[src/rtl/synth_pkg.sv]
// synth_pkg: widths and state encoding shared by the tone generator and period selector
package synth_pkg;
  localparam int HALF_PERIOD_W = 8;
  localparam int SAMPLE_W = 8;
  typedef enum logic {IDLE, RUN} state_t;
endpackage

[src/rtl/tick_divider.sv]
// tick_divider: free-running 0..DIV-1 prescaler, held at zero while clear is high
module tick_divider #(
  parameter int DIV = 64
) (
  input  logic clk,
  input  logic rst,
  input  logic clear,
  output logic tick
);
  localparam int W = DIV > 1 ? $clog2(DIV) : 1;
  logic [W-1:0] r_cnt;
  assign tick = r_cnt == W'(DIV - 1);
  always_ff @(posedge clk)
    if (rst || clear) r_cnt <= '0;
    else r_cnt <= tick ? '0 : r_cnt + 1'b1;
endmodule

[src/rtl/square_wave_gen.sv]
// square_wave_gen: glitch-free square-wave tone FSM; the period only reloads at half-period boundaries
module square_wave_gen
  import synth_pkg::*;
#(
  parameter int DIV = 64,
  parameter logic signed [SAMPLE_W-1:0] AMP = 8'sd100
) (
  input  logic                       clk,
  input  logic                       rst,
  input  logic [HALF_PERIOD_W-1:0]   halfPeriod,
  output logic                       wave,
  output logic signed [SAMPLE_W-1:0] sample,
  output logic                       active,
  output logic                       toggle
);
  state_t r_state;
  logic [HALF_PERIOD_W-1:0] r_period;
  logic [HALF_PERIOD_W-1:0] r_cnt;
  logic w_tick;
  logic w_clear;
  logic w_step;
  logic w_bound;
  assign w_clear = r_state == IDLE;
  assign w_step  = r_state == RUN && w_tick;
  assign w_bound = w_step && r_cnt == r_period - 1'b1;
  tick_divider #(.DIV(DIV)) u_div (
    .clk  (clk),
    .rst  (rst),
    .clear(w_clear),
    .tick (w_tick)
  );
  always_ff @(posedge clk) begin
    if (rst) begin
      r_state  <= IDLE;
      r_period <= '0;
      r_cnt    <= '0;
      wave     <= 1'b0;
      sample   <= '0;
      active   <= 1'b0;
      toggle   <= 1'b0;
    end else begin
      toggle <= 1'b0;
      if (r_state == IDLE) begin
        if (halfPeriod != '0) begin
          r_state  <= RUN;
          r_period <= halfPeriod;
          r_cnt    <= '0;
          wave     <= 1'b1;
          sample   <= AMP;
          active   <= 1'b1;
          toggle   <= 1'b1;
        end
      end else if (w_bound) begin
        r_cnt <= '0;
        if (halfPeriod != '0) begin
          r_period <= halfPeriod;
          wave     <= !wave;
          sample   <= wave ? -AMP : AMP;
          toggle   <= 1'b1;
        end else begin
          r_state  <= IDLE;
          r_period <= '0;
          wave     <= 1'b0;
          sample   <= '0;
          active   <= 1'b0;
          toggle   <= wave;
        end
      end else if (w_step) begin
        r_cnt <= r_cnt + 1'b1;
      end
    end
  end
endmodule

[config.mk]
export PLATFORM = sky130hd
export DESIGN_NAME = square_wave_gen
export DESIGN_NICKNAME = d
export VERILOG_FILES = /design/src/rtl/synth_pkg.sv /design/src/rtl/tick_divider.sv /design/src/rtl/square_wave_gen.sv
export SDC_FILE = /design/constraint.sdc
export NUM_CORES = 1
export LEC_CHECK = 0
export CORE_MARGIN = 2
export CORE_UTILIZATION = 53
export CTS_CLUSTER_SIZE = 30
export DETAILED_ROUTE_END_ITERATION = 10
export HOLD_SLACK_MARGIN = 0.02
export PLACE_DENSITY = 0.8
export SYNTH_ARGS = -nofsm -noshare
export SYNTH_HDL_FRONTEND = slang
export SYNTH_SLANG_ARGS = --single-unit
[constraint.sdc]
create_clock -name clk -period 3.31 [get_ports clk]
set_clock_uncertainty 0.2 [all_clocks]
set_input_delay 0.662 -clock clk [delete_from_list [all_inputs] [get_ports clk]]
set_output_delay 0.662 -clock clk [all_outputs]
set_load 0.01 [all_outputs]
==> flow_metrics.tcl <==
set metrics [dict create \
    vias 1248 \
    slowest_delay_ns 0.58 \
    fin_nets 201 \
    ctsHtreeMaxLevel 2 \
    final_cell_mix "dfxtp_1 (29), nand2_1 (24), clkdlybuf4s50_1 (18)" \
    clock_latency_ns 0.33 \
    hp-start "u_div.r_cnt[0]" \
    ant_nets 0 \
    fin_util_pct 62.7 \
    internal-power_mw 0.488 \
    hpwl_um 2300 \
    synth_edf_count 0 \
    r2r-end "toggle" \
    drt-pass1-iter-count 5 \
    synth_seq_area_share_pct 38.3 \
    crit_type "flop to flop" \
    seqPwrFrac_pct 56.4 \
    synthDistinctLibCells 40 \
    slew_violations 0 \
    synth_flop_cell "dfxtp_1" \
    place_inst 211 \
    pwr-share-clk_pct 28.1 \
    yosys_register_bits 29 \
    die_w_um 57.5 \
    worstPathRequired_ns 3.38 \
    ioPinCount 21 \
    grt_overflow_total 0 \
    track_usage_pct 20.8 \
    final_common_cell "dfxtp_1" \
    grt_max_degree 24 \
    via_per_inst 5.75 \
    cp.arrival_ns 2.86 \
    worstHoldPathType "flop to flop" \
    chipHeight_um 57.5 \
    synthTopCellsByArea "dfxtp_1 (38%), mux2i_1 (5.9%), nand2_1 (5.9%)" \
    routedWlPerCell_um 14.2 \
    setup.worst_path.end_class "flop" \
    io_buffers 18 \
    status "complete, no violations" \
    ys_warn_count 0 \
    max_clock_freq_mhz 358 \
    async_flop_share_pct 0 \
    antenna_found_initial 0 \
    root_buffer "clkbuf_4" \
    period_share_pct 84.3 \
    relSlewSlack_pct 55.9 \
    grt_pass1_wl_um 5240 \
    core_sq_um 2730 \
    drtIter0Drc 47 \
    hold_buffers 0 \
    initial_core_util_pct 55.5 \
    cp-endpoint "toggle" \
    worst_pin_slew_ns 0.660 \
    worst_slack_ns 0.518 \
    dp_worst_setup_slack_ns 0.246 \
    total_power_mw 0.671 \
    fin_tns_setup_ns 0 \
    syn_area_sq_um 1520 \
    r2r-start "r_period[0]" \
    place.gp.congestion 0.822 \
    place_area_sq_um 1670 \
    reg2reg_setup_slack_ns 0.52 \
    cts_buffer_depth 2 \
    ctsResizeCount 0 \
    p_leak_nw 0.648 \
    die_area_sq_um 3310 \
    fin_cells 217 \
    min_period_ns 2.79 \
    rsz0062_at_grt "false" \
    routed_wirelength_um 3090 \
    syn2layout_area_growth_pct 13.0 \
    timing.hold.ws_ns 0.260 \
    cts_made_buffers 5 \
    antenna_cells 0 \
    synth.largest_area_cell "dfxtp_1" \
    synth.avg_cell_area_sq_um 8.82 \
    cpMaxStageDelayCell "or4_4" \
    startpoint "r_period[0]" \
    maxCapViolations 0 \
    path_clk_slew_ns 0.08 \
    setup_viol 0 \
    worstPathCellList "or4_4, or4_1, o211ai_2, o2111ai_4, a21boi_2, buf_4, o311a_1" \
    cts_tree "done" \
    worstPathMaxFanout 18 \
    fin_area_sq_um 1710 \
    synthCells 172 \
    synth_top_area_share_pct 38.3 \
    comb_power_share_pct 15.5 \
    cts_setup_buffers 0 \
    peakVddDrop_mv 0.256 \
    grt_pass1_vias 1206 \
    drive_gt1_share_pct 7.53 \
    drc 0 \
    clock-sinks 29 \
    power_density_nw_per_um2 391 \
    num_rows 19 \
    setup.worst_path.start_class "flop" \
    switchingPower_mw 0.183 \
    r2r_cells 7 \
    sw_frac_of_total_pct 27.3 \
    hold_viol_final 0 \
    fillers 238 \
]
power groups by stage:
stage	Sequential, mW	Clock (mW)	Combinational (mW)
global route	0.381	0.203	0.114
CTS	0.378	0.193	0.104
floorplan	0.384	0	0.0731
finish	0.379	0.188	0.104
detailed placement	0.387	0	0.103
global placement	0.386	0	0.0978
cell usage after synthesis, types with 2 or more instances:
cell / instances
nand3_1: 6
nand2b_1: 2
inv_1: 4
ha_1: 4
xor2_1: 10
or2_2: 2
nand2_1: 24
nand4_1: 5
clkbuf_1: 5
and3_1: 2
dfxtp_1: 29
o21ai_0: 3
a21oi_1: 5
mux2i_1: 9
buf_4: 6
xnor2_1: 8
nor2_1: 13
nor3_1: 11
or4_1: 3
registers in the layout, summed over array words and instances, names as in the netlist:
register / flops
r_cnt: 8
r_period: 8
u_div.r_cnt: 6
sample: 3
active: 1
r_state: 1
toggle: 1
wave: 1
cells by family after synthesis:
logic type	after synthesis	synth area share (%)
other	1	0.247
AOI/OAI and AO/OA	19	10.7
and+or+nand+nor	75	24.4
buffers and inverters	16	5.94
DFF	29	38.3
adders and majority gates	4	3.30
xor gates and xnor gates	18	10.4
muxes	10	6.68
cell type report:
class | count | area (sq um) | area share [%]
Clock inverter | 1 | 5.00 | 0.292
Clock buffer | 5 | 37.5 | 2.19
Tap cell | 31 | 38.8 | 2.26
Multi-Input combinational cell | 128 | 850 | 49.6
Timing Repair Buffer | 19 | 188 | 10.9
Inverter | 4 | 15.0 | 0.876
Sequential cell | 29 | 581 | 33.9
worst min-delay path by stage:
stage                           to  slack, ns  depth (start not counted)
finish              u_div.r_cnt[0]       0.26                          1
global route        u_div.r_cnt[0]       0.30                          1
floorplan           u_div.r_cnt[0]       0.22                          1
CTS                 u_div.r_cnt[0]       0.27                          1
global placement    u_div.r_cnt[0]       0.23                          1
detailed placement  u_div.r_cnt[0]       0.26                          1
metal layers:
metal  vias up  GRT usage [%]  share of wire [%]
met5         -              0                  0
met4         0           8.64                2.4
met1       579           24.4                 44
met3         9           7.26                4.5
met2        36           34.3                 49
li1        624              -                  -
worst max-delay path, delay by kind of cell, from the launching register on:
family / cells / cell delay, ns
AOI/OAI and AO/OA: 4 / 0.77
buffers and inverters: 1 / 0.29
DFF: 1 / 0.38
and+or+nand+nor: 2 / 1.08
Note: power is estimated with default switching activity, not from simulation.
